### src/rtl/selection_pkg.sv
// Shared types, default geometry and tile numbering for the selection-square controller.
package selection_pkg;

  typedef enum logic [1:0] {
    IDLE = 2'd0,
    REQ  = 2'd1,
    BUSY = 2'd2
  } sel_state_t;

  localparam int unsigned GRID_N  = 4;
  localparam int unsigned S_WIDTH = 100;

  // Row-major tile number; grid_n lets a re-parameterised top reuse it.
  function automatic logic [3:0] tile_index(input int unsigned row,
                                            input int unsigned col,
                                            input int unsigned grid_n = GRID_N);
    return 4'(row * grid_n + col);
  endfunction

endpackage

### src/rtl/btn_conditioner.sv
// Raw push-button to single-cycle press event: 2-FF sync, debounce, rising-edge pulse.
module btn_conditioner #(
  parameter int unsigned DEBOUNCE_CYCLES = 500000
) (
  input  logic clk,
  input  logic rst_n,
  input  logic raw,
  output logic pulse
);

  localparam int unsigned CNT_W = (DEBOUNCE_CYCLES > 1) ? $clog2(DEBOUNCE_CYCLES) : 1;

  logic             sync1, sync2;
  logic             stable, stable_prev;
  logic [CNT_W-1:0] cnt;

  // Stable level follows the synchronized level only after an unbroken run of differences.
  always_ff @(posedge clk or negedge rst_n) begin
    if (!rst_n) begin
      sync1       <= 1'b0;
      sync2       <= 1'b0;
      stable      <= 1'b0;
      stable_prev <= 1'b0;
      cnt         <= '0;
      pulse       <= 1'b0;
    end else begin
      sync1       <= raw;
      sync2       <= sync1;
      stable_prev <= stable;
      pulse       <= stable & ~stable_prev;
      if (sync2 == stable) begin
        cnt <= '0;
      end else if (cnt == CNT_W'(DEBOUNCE_CYCLES - 1)) begin
        stable <= sync2;
        cnt    <= '0;
      end else begin
        cnt <= cnt + 1'b1;
      end
    end
  end

endmodule

### src/rtl/selection_ctrl.sv
// Selection-square position, frame-synchronous offset commit and CPU start handshake.
module selection_ctrl
  import selection_pkg::*;
#(
  parameter int unsigned GRID_N          = selection_pkg::GRID_N,
  parameter int unsigned S_WIDTH         = selection_pkg::S_WIDTH,
  parameter int unsigned DEBOUNCE_CYCLES = 500000
) (
  input  logic       clk,
  input  logic       rst_n,
  input  logic       btn_up,
  input  logic       btn_down,
  input  logic       btn_left,
  input  logic       btn_right,
  input  logic       btn_sel,
  input  logic       frame_start,
  output logic [8:0] h_offset,
  output logic [8:0] v_offset,
  output logic [3:0] sel_index,
  output logic       start_req,
  input  logic       start_ack,
  input  logic       proc_done,
  output logic       busy
);

  localparam int unsigned POS_W = (GRID_N > 1) ? $clog2(GRID_N) : 1;
  localparam logic [POS_W-1:0] POS_MAX = POS_W'(GRID_N - 1);

  // Event bit order: 0 up, 1 down, 2 left, 3 right, 4 sel.
  logic [4:0] raw_btn;
  logic [4:0] ev;

  assign raw_btn = {btn_sel, btn_right, btn_left, btn_down, btn_up};

  for (genvar i = 0; i < 5; i++) begin : g_btn
    btn_conditioner #(
      .DEBOUNCE_CYCLES(DEBOUNCE_CYCLES)
    ) u_btn (
      .clk  (clk),
      .rst_n(rst_n),
      .raw  (raw_btn[i]),
      .pulse(ev[i])
    );
  end

  sel_state_t       state_q, state_d;
  logic [POS_W-1:0] col_q, col_d, row_q, row_d;
  logic [3:0]       sel_d;

  // Next state, pending position and select latch; moves only count while idle.
  always_comb begin
    state_d = state_q;
    col_d   = col_q;
    row_d   = row_q;
    sel_d   = sel_index;
    unique case (state_q)
      IDLE: begin
        if (ev[4]) begin
          sel_d   = tile_index(32'(row_q), 32'(col_q), GRID_N);
          state_d = REQ;
        end else begin
          if (ev[3] && !ev[2] && col_q != POS_MAX) col_d = col_q + 1'b1;
          if (ev[2] && !ev[3] && col_q != '0)      col_d = col_q - 1'b1;
          if (ev[1] && !ev[0] && row_q != POS_MAX) row_d = row_q + 1'b1;
          if (ev[0] && !ev[1] && row_q != '0)      row_d = row_q - 1'b1;
        end
      end
      REQ:     if (start_ack) state_d = BUSY;
      BUSY:    if (proc_done) state_d = IDLE;
      default: state_d = IDLE;
    endcase
  end

  // Offsets take the pending position only at frame start so the square never tears.
  always_ff @(posedge clk or negedge rst_n) begin
    if (!rst_n) begin
      state_q   <= IDLE;
      col_q     <= '0;
      row_q     <= '0;
      sel_index <= '0;
      h_offset  <= '0;
      v_offset  <= '0;
      start_req <= 1'b0;
      busy      <= 1'b0;
    end else begin
      state_q   <= state_d;
      col_q     <= col_d;
      row_q     <= row_d;
      sel_index <= sel_d;
      start_req <= (state_d == REQ);
      busy      <= (state_d != IDLE);
      if (frame_start) begin
        h_offset <= 9'(32'(col_q) * S_WIDTH);
        v_offset <= 9'(32'(row_q) * S_WIDTH);
      end
    end
  end

endmodule

### config.mk
export PLATFORM = sky130hd
export DESIGN_NAME = selection_ctrl
export DESIGN_NICKNAME = d
export VERILOG_FILES = /design/src/rtl/selection_pkg.sv /design/src/rtl/btn_conditioner.sv /design/src/rtl/selection_ctrl.sv
export SDC_FILE = /design/constraint.sdc
export NUM_CORES = 1
export LEC_CHECK = 0
export ABC_CLOCK_PERIOD_IN_PS = 2100
export CORE_MARGIN = 5
export CORE_UTILIZATION = 54
export CTS_CLUSTER_DIAMETER = 30
export DETAILED_ROUTE_END_ITERATION = 12
export PLACE_DENSITY = 0.76
export SLEW_MARGIN = 40
export SYNTH_ARGS = -nofsm -noshare
export SYNTH_HDL_FRONTEND = slang
export SYNTH_SLANG_ARGS = --single-unit
export TNS_END_PERCENT = 10
### constraint.sdc
create_clock -name clk -period 2.1 [get_ports clk]
set_input_delay 0.42 -clock clk [delete_from_list [all_inputs] [get_ports clk]]
set_output_delay 0.42 -clock clk [all_outputs]
set_load 0.01 [all_outputs]
Yosys cells after proc, flatten, opt, wreduce, memory -nomap -nowiden. Index checks and enable logic that the tools add are counted.

Register bits: 146. Bits in latches: 0. Bits in writable memories: 0. ROM bits: 0. Input bits: 10. Word-level logic and storage cells: 125. Memories kept: 0.

$add $sub $neg: 10. Multipliers: 2. Div/mod/pow operators: 0. Magnitude comparators: 0. Equal/unequal tests: 15. Shifts and indexed selects: 0. Mux-type cells: 18. Bitwise logic cells: 16. Reduce and logical (&&, ||, !) cells: 26.

Operators by type and width (count): $mux 19 (10); $add 19x1->19 const B (5); $eq 19x19->1 const B (5); $mul 2x5->7 const B (2); $mux 2 (7); $reduce_and 2->1 (6); $not 1->1 (11); $reduce_bool 2->1 (5); $logic_and 1x1->1 (8); $pmux 2 s3 (1); $reduce_and 3->1 (2); $and 1x1->1 (5); $eq 1x1->1 (5); $add 2x1->2 const B (2); $add 4x2->4 (1); $eq 2x1->1 const B (2); $logic_not 1->1 (4); $ne 2x2->1 const B (2); $sub 2x1->2 const B (2); $eq 2x2->1 const B (1); $logic_not 2->1 (1).

Logic depth before layout (Yosys ltp). Gate-level depths: netlist of run 1.

Depth after elaboration: 5. Gate-level depth with buffers: 7. Depth with buffers taken out: 5.

By module. From an unflattened synthesis of run 1, not the netlist that was laid out.

Cell total of the unflattened synthesis: 624. Area total of the unflattened synthesis: 6765.2 µm².

Modules (own cells, without submodules): btn_conditioner (g_btn[0].u_btn ...) (times used 4, cells an instance 108, area an instance 1136.1 µm², seq. area each 600.6 µm²); btn_conditioner (g_btn[2].u_btn) (times used 1, cells an instance 108, area an instance 1129.8 µm², seq. area each 600.6 µm²); selection_ctrl (times used 1, cells an instance 84, area an instance 1091.0 µm², seq. area each 550.5 µm²).

Worst setup path after synthesis of run 1. Ideal clock, no wire load.

Path type: register to register. Start: register g_btn[1].u_btn.cnt[12]. End: register g_btn[1].u_btn.stable. Arrival: 1867 ps. Slack: 108 ps. Stages on the path, launching flop included: 5. Buffers on the path: 0. Clock period less this slack: 1992 ps. Cell sequence: dfrtp_1 > or4_1 > or4_4 > nor2_1 > mux2_2.

Longest elaborated chain between the ends: 2.

Ends and longest elaborated chain: from (decl) (RTL line btn_conditioner.sv:15) `logic [CNT_W-1:0] cnt;`; from (signal assigned) (RTL line btn_conditioner.sv:37) `cnt <= cnt + 1'b1;`; $eq 19x19->1 (RTL line btn_conditioner.sv:33) `end else if (cnt == CNT_W'(DEBOUNCE_CYCLES - 1)) begin`; $reduce_and 2->1 (no source line); to (signal assigned) (RTL line btn_conditioner.sv:34) `stable <= sync2;`; to (decl) (RTL line btn_conditioner.sv:14) `logic stable, stable_prev;`.

No other way between the ends. A chain may end at the register's enable or synchronous reset.

Worst setup path after layout of run 1.
Start: register g_btn[3].u_btn.cnt[14]. End: register g_btn[3].u_btn.stable.

Longest elaborated chain between the ends: 2.

Ends and longest elaborated chain (RTL line): from (decl) (btn_conditioner.sv:15); from (signal assigned) (btn_conditioner.sv:37); $eq 19x19->1 (btn_conditioner.sv:33); $reduce_and 2->1 (no source line); to (signal assigned) (btn_conditioner.sv:34); to (decl) (btn_conditioner.sv:14).

No other way between the ends.

==> results of run 1 <==
-- area by class of cell --
cell class / instances / area (sq um) / area share, %
inverter: 21 / 78.8 / 1.01
clock buffer: 22 / 484 / 6.22
multi-input combinational: 434 / 2860 / 36.7
tap: 147 / 184 / 2.36
timing repair buffer: 50 / 488 / 6.27
clock inverter: 10 / 135 / 1.74
sequential: 142 / 3550 / 45.7
-- what timing repair did --
action	in CTS	in global routing
hold buffers	1	0
gates resized for setup	0	4
setup buffers	0	1
hold endpoints to repair	43	0
setup endpoints to repair	0	3
-- Yosys cell counts, types with 3 or more instances --
library cell,number
dfrtp_1,142
nor2_1,80
xnor2_1,44
nand3_1,30
nand2_1,26
xor2_1,26
a21oi_1,24
nand4_1,24
inv_1,21
mux2_2,19
o21ai_0,17
or4_1,15
or3_1,14
ha_1,13
nor4_1,11
nor3_1,10
o31ai_1,10
and4_1,9
buf_4,8
clkbuf_1,8
nor4b_1,8
and3_1,7
nor3b_1,6
and2_1,5
nor2b_1,5
buf_6,3
o21ai_4,3
or4_4,3
-- power by group through the flow --
stage                     Combinational (mW)  Clock (mW)  Sequential, mW
after CTS                              0.219        3.14            2.81
after global routing                   0.244        3.29            2.82
after floorplan                        0.101           0            2.85
after global placement                 0.207           0            2.86
after detailed placement               0.215           0            2.86
final                                  0.214        3.08            2.81
-- cell families after synthesis --
group / synth area share, %
adders and majority gates: 2.47
xor gates and xnor gates: 9.30
AOI/OAI and AO/OA: 5.67
other: 0.0569
buffers and inverters: 3.15
muxes: 3.25
and+or+nand+nor: 22.2
DFF: 53.9
-- registers in the layout, indices dropped and copies added, names as in the netlist --
name,flops
col_q,2
g_btn.u_btn.cnt,95
v_offset,5
g_btn.u_btn.sync2,5
state_q,2
sel_index,4
g_btn.u_btn.stable,5
start_req,1
g_btn.u_btn.stable_prev,5
row_q,2
busy,1
g_btn.u_btn.pulse,5
g_btn.u_btn.sync1,5
h_offset,5
-- routing by layer --
layer | vias up | global-route usage (%) | part of all wire [%]
met5 | - | 0 | 0
met4 | 0 | 6.94 | 1.6
met3 | 16 | 5.47 | 3.4
met2 | 87 | 30.6 | 50
met1 | 2295 | 24.5 | 45
li1 | 2249 | - | -
-- through the flow --
| step | std cells | TNS [ns] |
|---|---|---|
| 4_1_cts | 825 | 0 |
| 5_1_grt | 826 | -0.0130 |
| 3_3_place_gp | 792 | 0 |
| 6_report | 826 | 0 |
| 3_5_place_dp | 792 | 0 |
| 2_1_floorplan | 617 | 0 |
-- path summary, 6_finish.rpt --
path,startpoint,endpoint,slack [ns]
hold reg to reg,g_btn[0].u_btn.sync1,g_btn[0].u_btn.sync2,0.35
hold / removal,g_btn[0].u_btn.sync1,g_btn[0].u_btn.sync2,0.35
setup / recovery,g_btn[3].u_btn.cnt[14],g_btn[3].u_btn.stable,0.05
setup reg to reg,g_btn[3].u_btn.cnt[14],g_btn[3].u_btn.stable,0.05
min in group asynchronous,rst_n,g_btn[0].u_btn.cnt[9],0.50
max in group asynchronous,rst_n,g_btn[2].u_btn.cnt[17],0.98
-- worst max-delay path, cell delays in order, from the launching register on --
cell     delay, ns
dfrtp_1       0.42
or4_1         0.53
or4_4         0.56
nor2_2        0.10
mux2_2        0.34
==> key figures, run 1 <==
Setup path
  • Worst setup path class: flip-flop to flip-flop
  • R2R depth: 4
  • CP startpoint kind: flip-flop
  • Max Fanout on Critical Path: 5
  • WP data required: 2.40 ns
  • Crit end category: flip-flop
  • Arrival @ worst endpoint: 2.35 ns

CTS
  • Root buffer cell: clkbuf_16
  • CTS tree: built
  • Latest clock arrival within the worst-skew pair: 0.41 ns
  • H-Tree Level Count: 4
  • Clock net sink count: 142
  • Clock Pin Slew Worst Setup and Hold Paths: 0.06 ns
  • CTS max path bufs: 2
  • Num CTS Buffers: 17

Power and ir drop
  • Sw Pwr: 1.26 mW
  • Combinational share of power: 3.5%
  • Cell Int Power: 4.84 mW
  • Switching part of the total power: 20.6%
  • VDD IR max: 0.529 mV
  • Leak Pwr: 3.30 nW
  • Power Dens Cells: 784 nW/um^2
  • Pwr Total: 6.10 mW
  • Clk pwr share: 50.4%
  • Seq pwr share: 46.1%

Layout
  • Final Cell Area: 7780 sq um
  • Layout area overhead: 18.0%
  • Fill count: 923
  • Post-Route Utilization: 64.8%
  • Share of post-route cells with drive strength above 1: 13.0%
  • Final net count: 689
  • Diodes inserted: 0
  • Most frequent cells in the layout: dfrtp_1 (142), nor2_1 (77), xnor2_1 (44)
  • Commonest non-fill, non-tap cell in the layout: dfrtp_1

Timing
  • Fin crit share: 97.9%
  • Min Clock Period, post-route: 2.05 ns
  • Skew final: 0.00818 ns
  • Hold WS: 0.350 ns
  • Final WS setup: 0.0451 ns
  • Slew @ Worst Pin: 0.574 ns
  • Setup Viol. Count Final: 0
  • RSZ-0062 raised after global routing: yes
  • Fmax: 0.487 GHz
  • Slew headroom: 61.6%
  • Max-slew violation count: 0
  • Final Hold Viols: 0

Die
  • Die width: 120 um
  • Row Count: 40
  • Die area: 14,500 sq um
  • Die Ht: 120 um
  • Core ar.: 12,000 sq um
  • Ports: 34
  • Starting density of the core: 54.9%

Yosys
  • Synth area leaders: dfrtp_1 (54%), xnor2_1 (5.8%), nor2_1 (4.6%)
  • Synth Instances: 612
  • Count of cell types in the netlist: 42
  • Mean Syn Cell Area: 10.8 sq um
  • Asr flop ratio synth: 100%
  • Synthesized flop and latch total: 142
  • Register area share after synthesis: 53.9%
  • Yosys top cell area share: 53.9%
  • Top FF cell, synth: dfrtp_1
  • Cell type with the largest total area after synthesis: dfrtp_1
  • Cell area after synthesis: 6590 sq um
  • Synth warnings: 0
  • Post-synth EDFFs: 0

Route
  • Drt wl/cell: 15.3 um
  • DRT iter0 DRCs: 390
  • Post-DR vias/cell: 5.63
  • Routed via count: 4,647
  • Drt first pass iters: 4
  • Routed Antenna Nets: 0
  • Remaining DRCs: 0
  • Total Routed Length: 12,600 um

Placed design
  • DP Area: 7130 sq um
  • Pre-CTS setup slack: 0.0437 ns
  • Placer Congestion: 0.802
  • Post-DP HPWL: 8550 um
  • Port buffer count: 27

Global route
  • Vias in the first global route: 4,708
  • Overflow after GRT: 0
  • Initial antenna violation count: 0
  • Gr usage total: 19.0%
  • Largest net degree at the start of global routing: 52
  • First-pass GRT wire length: 22,300 um

Worst hold path
  • Hold Path Class: flip-flop to flip-flop
  • WHS Path Cells: 0

Outcome
  • Status: finished, final reports clean

Job
  • Maxcap violations: 0
No activity file was read; power rests on OpenSTA's default activity.
==> run 2: changes to the inputs <==
- CORE_UTILIZATION: 54 -> 45
- CTS_BUF_LIST: default -> sky130_fd_sc_hd__clkbuf_4 sky130_fd_sc_hd__clkbuf_8
- PLACE_DENSITY: 0.76 -> 0.65
==> run 2 against run 1 <==
  * Global-route usage down 3.6 points
  * Routed wire length shrank 3.6%
  * Largest power group is now registers
  * First-iteration DRC count shrank 14%
  * Maximum frequency up 0.45%
  * Via count is 0.49% lower
  * Combinational power decreased by 2%
  * Worst hold slack improved by 0.0018 ns
  * Non-clock buffer count rose by 5
  * Clock power down 37%
  * Critical path depth unchanged
  * Sequential share of layout area increased by 1.2 points
==> key figures, run 2 (synthesis gave the netlist of run 1 again) <==
Setup path
  • Critical path launch point: g_btn[3].u_btn.cnt[14]
  • Critical path's slowest cell: or4_4
  • Buf+Inv Stages, Crit Path: 0 (unchanged)
  • Worst setup path class: flip-flop to flip-flop
  • Arrival @ worst endpoint: 2.38 ns (+0.03 ns)
  • Max Fanout on Critical Path: 4 (-1)
  • RR Endpoint: g_btn[3].u_btn.stable
  • Crit path cell chain: or4_1 -> or4_4 -> nor2_1 -> mux2_2
  • R2R Setup Slk: 0.05 ns (about the same)
  • Worst reg2reg path startpoint: g_btn[3].u_btn.cnt[14]
  • R2R depth: 4 (unchanged)
  • Top delay family on crit path: simple AND/OR/NAND/NOR gates
  • CP max stage delay: 0.55 ns (about the same)
  • Crit end category: flip-flop
  • WP data required: 2.43 ns (+0.03 ns)
  • CP startpoint kind: flip-flop

Outcome
  • Status: finished, final reports clean

Power and ir drop
  • Combinational share of power: 4.2% (+0.7 points)
  • Pwr Total: 4.96 mW (-19%)
  • Sw Pwr: 1.13 mW (-10%)
  • Power Dens Cells: 654 nW/um^2 (-17%)
  • VDD IR max: 0.425 mV (-20%)
  • Clk pwr share: 39.2% (-11 points)
  • Leak Pwr: 3.22 nW (-2.4%)
  • Cell Int Power: 3.83 mW (-21%)
  • Seq pwr share: 56.5% (+10 points)
  • Switching part of the total power: 22.8% (+2.2 points)

Timing
  • Hold WS: 0.352 ns (+0.00183 ns)
  • Fin crit share: 97.4% (-0.43 points)
  • Final Hold Viols: 0 (unchanged)
  • Slew headroom: 60.5% (-1.1 points)
  • Slew @ Worst Pin: 0.588 ns (+0.0139 ns)
  • Setup Viol. Count Final: 0 (unchanged)
  • Min Clock Period, post-route: 2.05 ns (-0.00913 ns)
  • Max-slew violation count: 0 (unchanged)
  • Fmax: 0.489 GHz (+0.45%)
  • RSZ-0062 raised after global routing: yes
  • Skew final: 0.0106 ns (+0.00240 ns)

Route
  • Routed Antenna Nets: 0 (unchanged)
  • Post-DR vias/cell: 5.33 (-5.3%)
  • DRT iter0 DRCs: 334 (-14%)
  • Total Routed Length: 12,200 um (-3.6%)
  • Drt first pass iters: 4 (unchanged)
  • Routed via count: 4,624 (-0.49%)
  • Drt wl/cell: 14.0 um (-8.3%)
  • Remaining DRCs: 0 (unchanged)

Layout
  • Commonest non-fill, non-tap cell in the layout: dfrtp_1
  • Share of post-route cells with drive strength above 1: 13.3% (+0.34 points)
  • Diodes inserted: 0 (unchanged)
  • Layout area overhead: 15.1%
  • Most frequent cells in the layout: dfrtp_1 (142), nor2_1 (80), xnor2_1 (44)
  • Non-Filler Instances: 868 (+5.1%)
  • Final net count: 694 (+0.73%)
  • Top reg by flops: g_btn.u_btn.cnt
  • Largest register FFs: 95 (unchanged)

CTS
  • Clock Pin Slew Worst Setup and Hold Paths: 0.08 ns (+0.02 ns)
  • H-Tree Level Count: 4 (unchanged)
  • CTS max path bufs: 2 (unchanged)
  • CTS tree: built
  • Latest clock arrival within the worst-skew pair: 0.44 ns (+0.03 ns)
  • Root buffer cell: clkbuf_8
  • # resized after CTS: 0 (unchanged)
  • Num CTS Buffers: 17 (unchanged)
  • Clock net sink count: 142 (unchanged)

Global route
  • Overflow after GRT: 0 (unchanged)
  • Vias in the first global route: 4,448 (-5.5%)
  • Initial antenna violation count: 0 (unchanged)
  • Largest net degree at the start of global routing: 43 (-17%)
  • Gr usage total: 15.3% (-3.6 points)
  • First-pass GRT wire length: 20,900 um (-6.3%)

Placed design
  • Post-DP HPWL: 8670 um (+1.5%)
  • Placer Congestion: 0.853 (+6.4%)
  • Port buffer count: 27 (unchanged)
  • Placed Instances: 834 (+5.3%)

Job
  • Maxcap violations: 0 (unchanged)

Die
  • Die area: 17,200 sq um (+18%)
  • Ports: 34 (unchanged)
  • Die width: 131 um (+8.8%)
  • Row Count: 44 (+10%)
  • Die Ht: 131 um (+8.8%)
  • Starting density of the core: 45.7% (-9.2 points)
  • Core ar.: 14,400 sq um (+20%)

Worst hold path
  • Hold endpoint: g_btn[2].u_btn.sync2
  • Hold Startpoint: g_btn[2].u_btn.sync1
  • WHS Path Cells: 0 (unchanged)
  • Hold Path Class: flip-flop to flip-flop
-- run 2: per-stage QoR --
stage / TNS [ns] / utilization (%) / worst slack (ns) / instance area [sq um]
floorplan: 0 / - / 0.108 / 6610
global placement: 0 / 50.0 / 0.0783 / 7220
detailed placement: 0 / 50.0 / 0.0710 / 7220
CTS: 0 / 52.6 / 0.0501 / 7580
global route: -0.00235 / 52.6 / -0.00235 / 7590
finish: 0 / 52.6 / 0.0542 / 7590
-- run 2: worst max-delay path by stage --
stage,end,depth (start not counted),slack (ns)
after detailed placement,g_btn[3].u_btn.stable,4,0.07
after global placement,g_btn[3].u_btn.stable,4,0.08
after global routing,g_btn[2].u_btn.stable,4,-0.002
after CTS,g_btn[3].u_btn.stable,4,0.05
final,g_btn[3].u_btn.stable,4,0.05
after floorplan,g_btn[1].u_btn.stable,4,0.11
-- run 2: repair_timing --
| item | in CTS | in global routing |
|---|---|---|
| hold endpoints to repair | 35 | 0 |
| setup endpoints to repair | 0 | 2 |
| hold buffers | 1 | 0 |
| buffers inserted | 0 | 1 |
-- run 2: area by class of cell --
cell class | count | area, sq um
Fill cell | 1266 | 6830
Sequential cell | 142 | 3550
Multi-Input combinational cell | 434 | 2850
Timing Repair Buffer | 55 | 522
Clock buffer | 26 | 320
Tap cell | 184 | 230
Inverter | 21 | 78.8
Clock inverter | 6 | 35.0
-- run 2: metal layers --
layer  track usage, %  vias up  wire length [um]
met1             20.1     2253              5550
met3             4.43       17               543
met2             24.4       84              5910
met5                0        -                 0
met4             5.38        0               172
li1                 -     2270                 -
-- run 2: power groups by stage --
| stage | clock, mW | sequential (mW) | combinational [mW] |
|---|---|---|---|
| finish | 1.95 | 2.81 | 0.209 |
| global route | 2.14 | 2.81 | 0.244 |
| CTS | 2.02 | 2.81 | 0.217 |
| detailed placement | 0 | 2.86 | 0.216 |
| global placement | 0 | 2.86 | 0.210 |
| floorplan | 0 | 2.85 | 0.101 |
==> edit (config.mk and constraints of run 1) <==
Re-encode `sel_state_t` (3 states) as one-hot, 3 bits wide.
--- a/src/rtl/selection_pkg.sv
+++ b/src/rtl/selection_pkg.sv
@@ -1,10 +1,10 @@
 // Shared types, default geometry and tile numbering for the selection-square controller.
 package selection_pkg;
 
-  typedef enum logic [1:0] {
-    IDLE = 2'd0,
-    REQ  = 2'd1,
-    BUSY = 2'd2
+  typedef enum logic [2:0] {
+    IDLE = 3'b001,
+    REQ  = 3'b010,
+    BUSY = 3'b100
   } sel_state_t;
 
   localparam int unsigned GRID_N  = 4;
Function: same outputs for any inputs over 10 cycles, from zero or initial values and one cycle with rst_n low; not proved beyond that.
==> edit against run 1 <==
- wire length grew 2.1%
- total power shrank 1.6%
- area after synthesis grew 0.76%
- utilization shrank 0.17 points
- worst setup slack lost 0.0064 ns
- sequential cell count grew 1
- via count grew 2.3%
- cell area shrank 0.26%
==> edit: results (changes against run 1) <==
[critical_path]
crit_path_max_fanout = 5  ; unchanged
rr_worst_depth = 4  ; unchanged

[finish]
fin_nets = 694  ; +0.73%
regMostFlops = g_btn.u_btn.cnt
drive_gt1_share_pct = 12.5  ; -0.50 points
largest_register_ff_count = 95  ; unchanged

[logic_synthesis]
synth-seq-area-share_pct = 53.9  ; about the same
synth_area_leaders = dfrtp_1 (53%), xnor2_1 (4.5%), nor2_1 (4.2%)
synth_cell_types = 48  ; +14%
synth-adder-area-share_pct = 2.45  ; -0.019 points
synthFlopType = dfrtp_1
netlist_top_cells_count = dfrtp_1 (142), nor2_1 (74), xnor2_1 (34)
synth_mux_area_share_pct = 3.39  ; +0.15 points
synth-compound-area-share_pct = 7.01  ; +1.3 points
synthXorXnorAreaFrac_pct = 8.31  ; -0.99 points

[hold_path]
worstHoldPathType = register to register
hold_depth = 0  ; unchanged

[cts]
cts.path.max_buffers = 2  ; unchanged
path_clk_slew_ns = 0.05

[place]
dp_hpwl_um = 8960  ; +4.9%
routabilityCongestion = 0.812  ; +1.3%
dpl_cell_area_um2 = 7160  ; +0.42%

[timing]
slew_headroom_pct = 61.9  ; +0.32 points
finClkSkew_ns = 0.00694  ; -0.00124 ns

[route]
dr.pass1.iters = 5  ; +1
wl_per_cell_um = 15.6  ; +1.7%
drt_iter0_drc = 249  ; -36%
vias = 4752  ; +2.3%

[pwr]
p_leak_nw = 3.30  ; +0.15%
switching_share_pct = 21.0  ; +0.35 points
ir_drop_mv = 0.586  ; +11%

[global_route]
grt_pass1_wl_um = 22400  ; +0.49%
grt_pass1_vias = 4897  ; +4.0%
grt_max_degree = 52  ; unchanged
grt_use_total_pct = 19.1  ; +0.11 points

[run_status]
status = finished clean

edit: worst paths after layout:
path                                          to  slack (ns)                   from
max                        g_btn[1].u_btn.stable        0.04  g_btn[1].u_btn.cnt[9]
min                         g_btn[1].u_btn.sync2        0.35   g_btn[1].u_btn.sync1
max reg2reg                g_btn[1].u_btn.stable        0.04  g_btn[1].u_btn.cnt[9]
min reg2reg                 g_btn[1].u_btn.sync2        0.35   g_btn[1].u_btn.sync1
max in group asynchronous  g_btn[1].u_btn.cnt[9]        0.85                  rst_n
min in group asynchronous  g_btn[1].u_btn.cnt[1]        0.51                  rst_n
edit: cell type report:
class	count	area (µm²)
clock buffer	20	447
sequential	143	3580
tap	147	184
fill	923	4250
timing repair buffer	48	457
inverter	22	82.6
clock inverter	10	140
multi-input combinational	439	2870
edit: per-stage QoR:
step	setup slack, ns	total power, mW	hold slack (ns)	utilization [%]	std cells
after floorplan	0.109	2.96	0.124	-	627
after global placement	0.102	3.06	0.335	59.6	798
after detailed placement	0.0601	3.07	0.336	59.6	798
after CTS	0.0213	6.06	0.349	64.6	829
after global routing	0.00558	6.23	0.362	64.6	829
final	0.0387	6.00	0.350	64.6	829
edit: per-layer routing:
layer	up-vias	global-route usage [%]	wire length [µm]
li1	2303	-	-
met1	2365	22.6	5560
met2	63	33.3	6750
met3	21	5.27	376
met4	0	6.87	212
met5	-	0	0
edit: what timing repair did:
| action | in CTS | in global routing |
|---|---|---|
| hold endpoints to repair | 47 | 0 |
| endpoints found under the setup margin | 0 | 1 |
| gates resized for setup | 0 | 1 |
| hold buffers | 1 | 0 |
| setup buffers | 0 | 0 |
edit: worst max-delay path: stages, from the launching register on:
cell     delay, ns
dfrtp_2       0.44
or4_1         0.52
or4_4         0.52
nor2_1        0.12
mux2_2        0.34
edit: cells by family (layout without fill, tap and decap cells):
group | count (synthesis) | count (layout)
compound gates | 74 | 74
mux | 20 | 20
fa+ha+maj | 13 | 13
xor+xnor | 63 | 63
buf+inv | 45 | 100
other cells | 1 | 6
flops | 143 | 143
simple gates | 263 | 263
edit: power groups by stage:
stage | registers, mW | logic (mW) | clock network [mW]
CTS | 2.82 | 0.201 | 3.04
global route | 2.82 | 0.223 | 3.18
global placement | 2.87 | 0.190 | 0
finish | 2.82 | 0.195 | 2.99
detailed placement | 2.87 | 0.199 | 0
floorplan | 2.86 | 0.0933 | 0
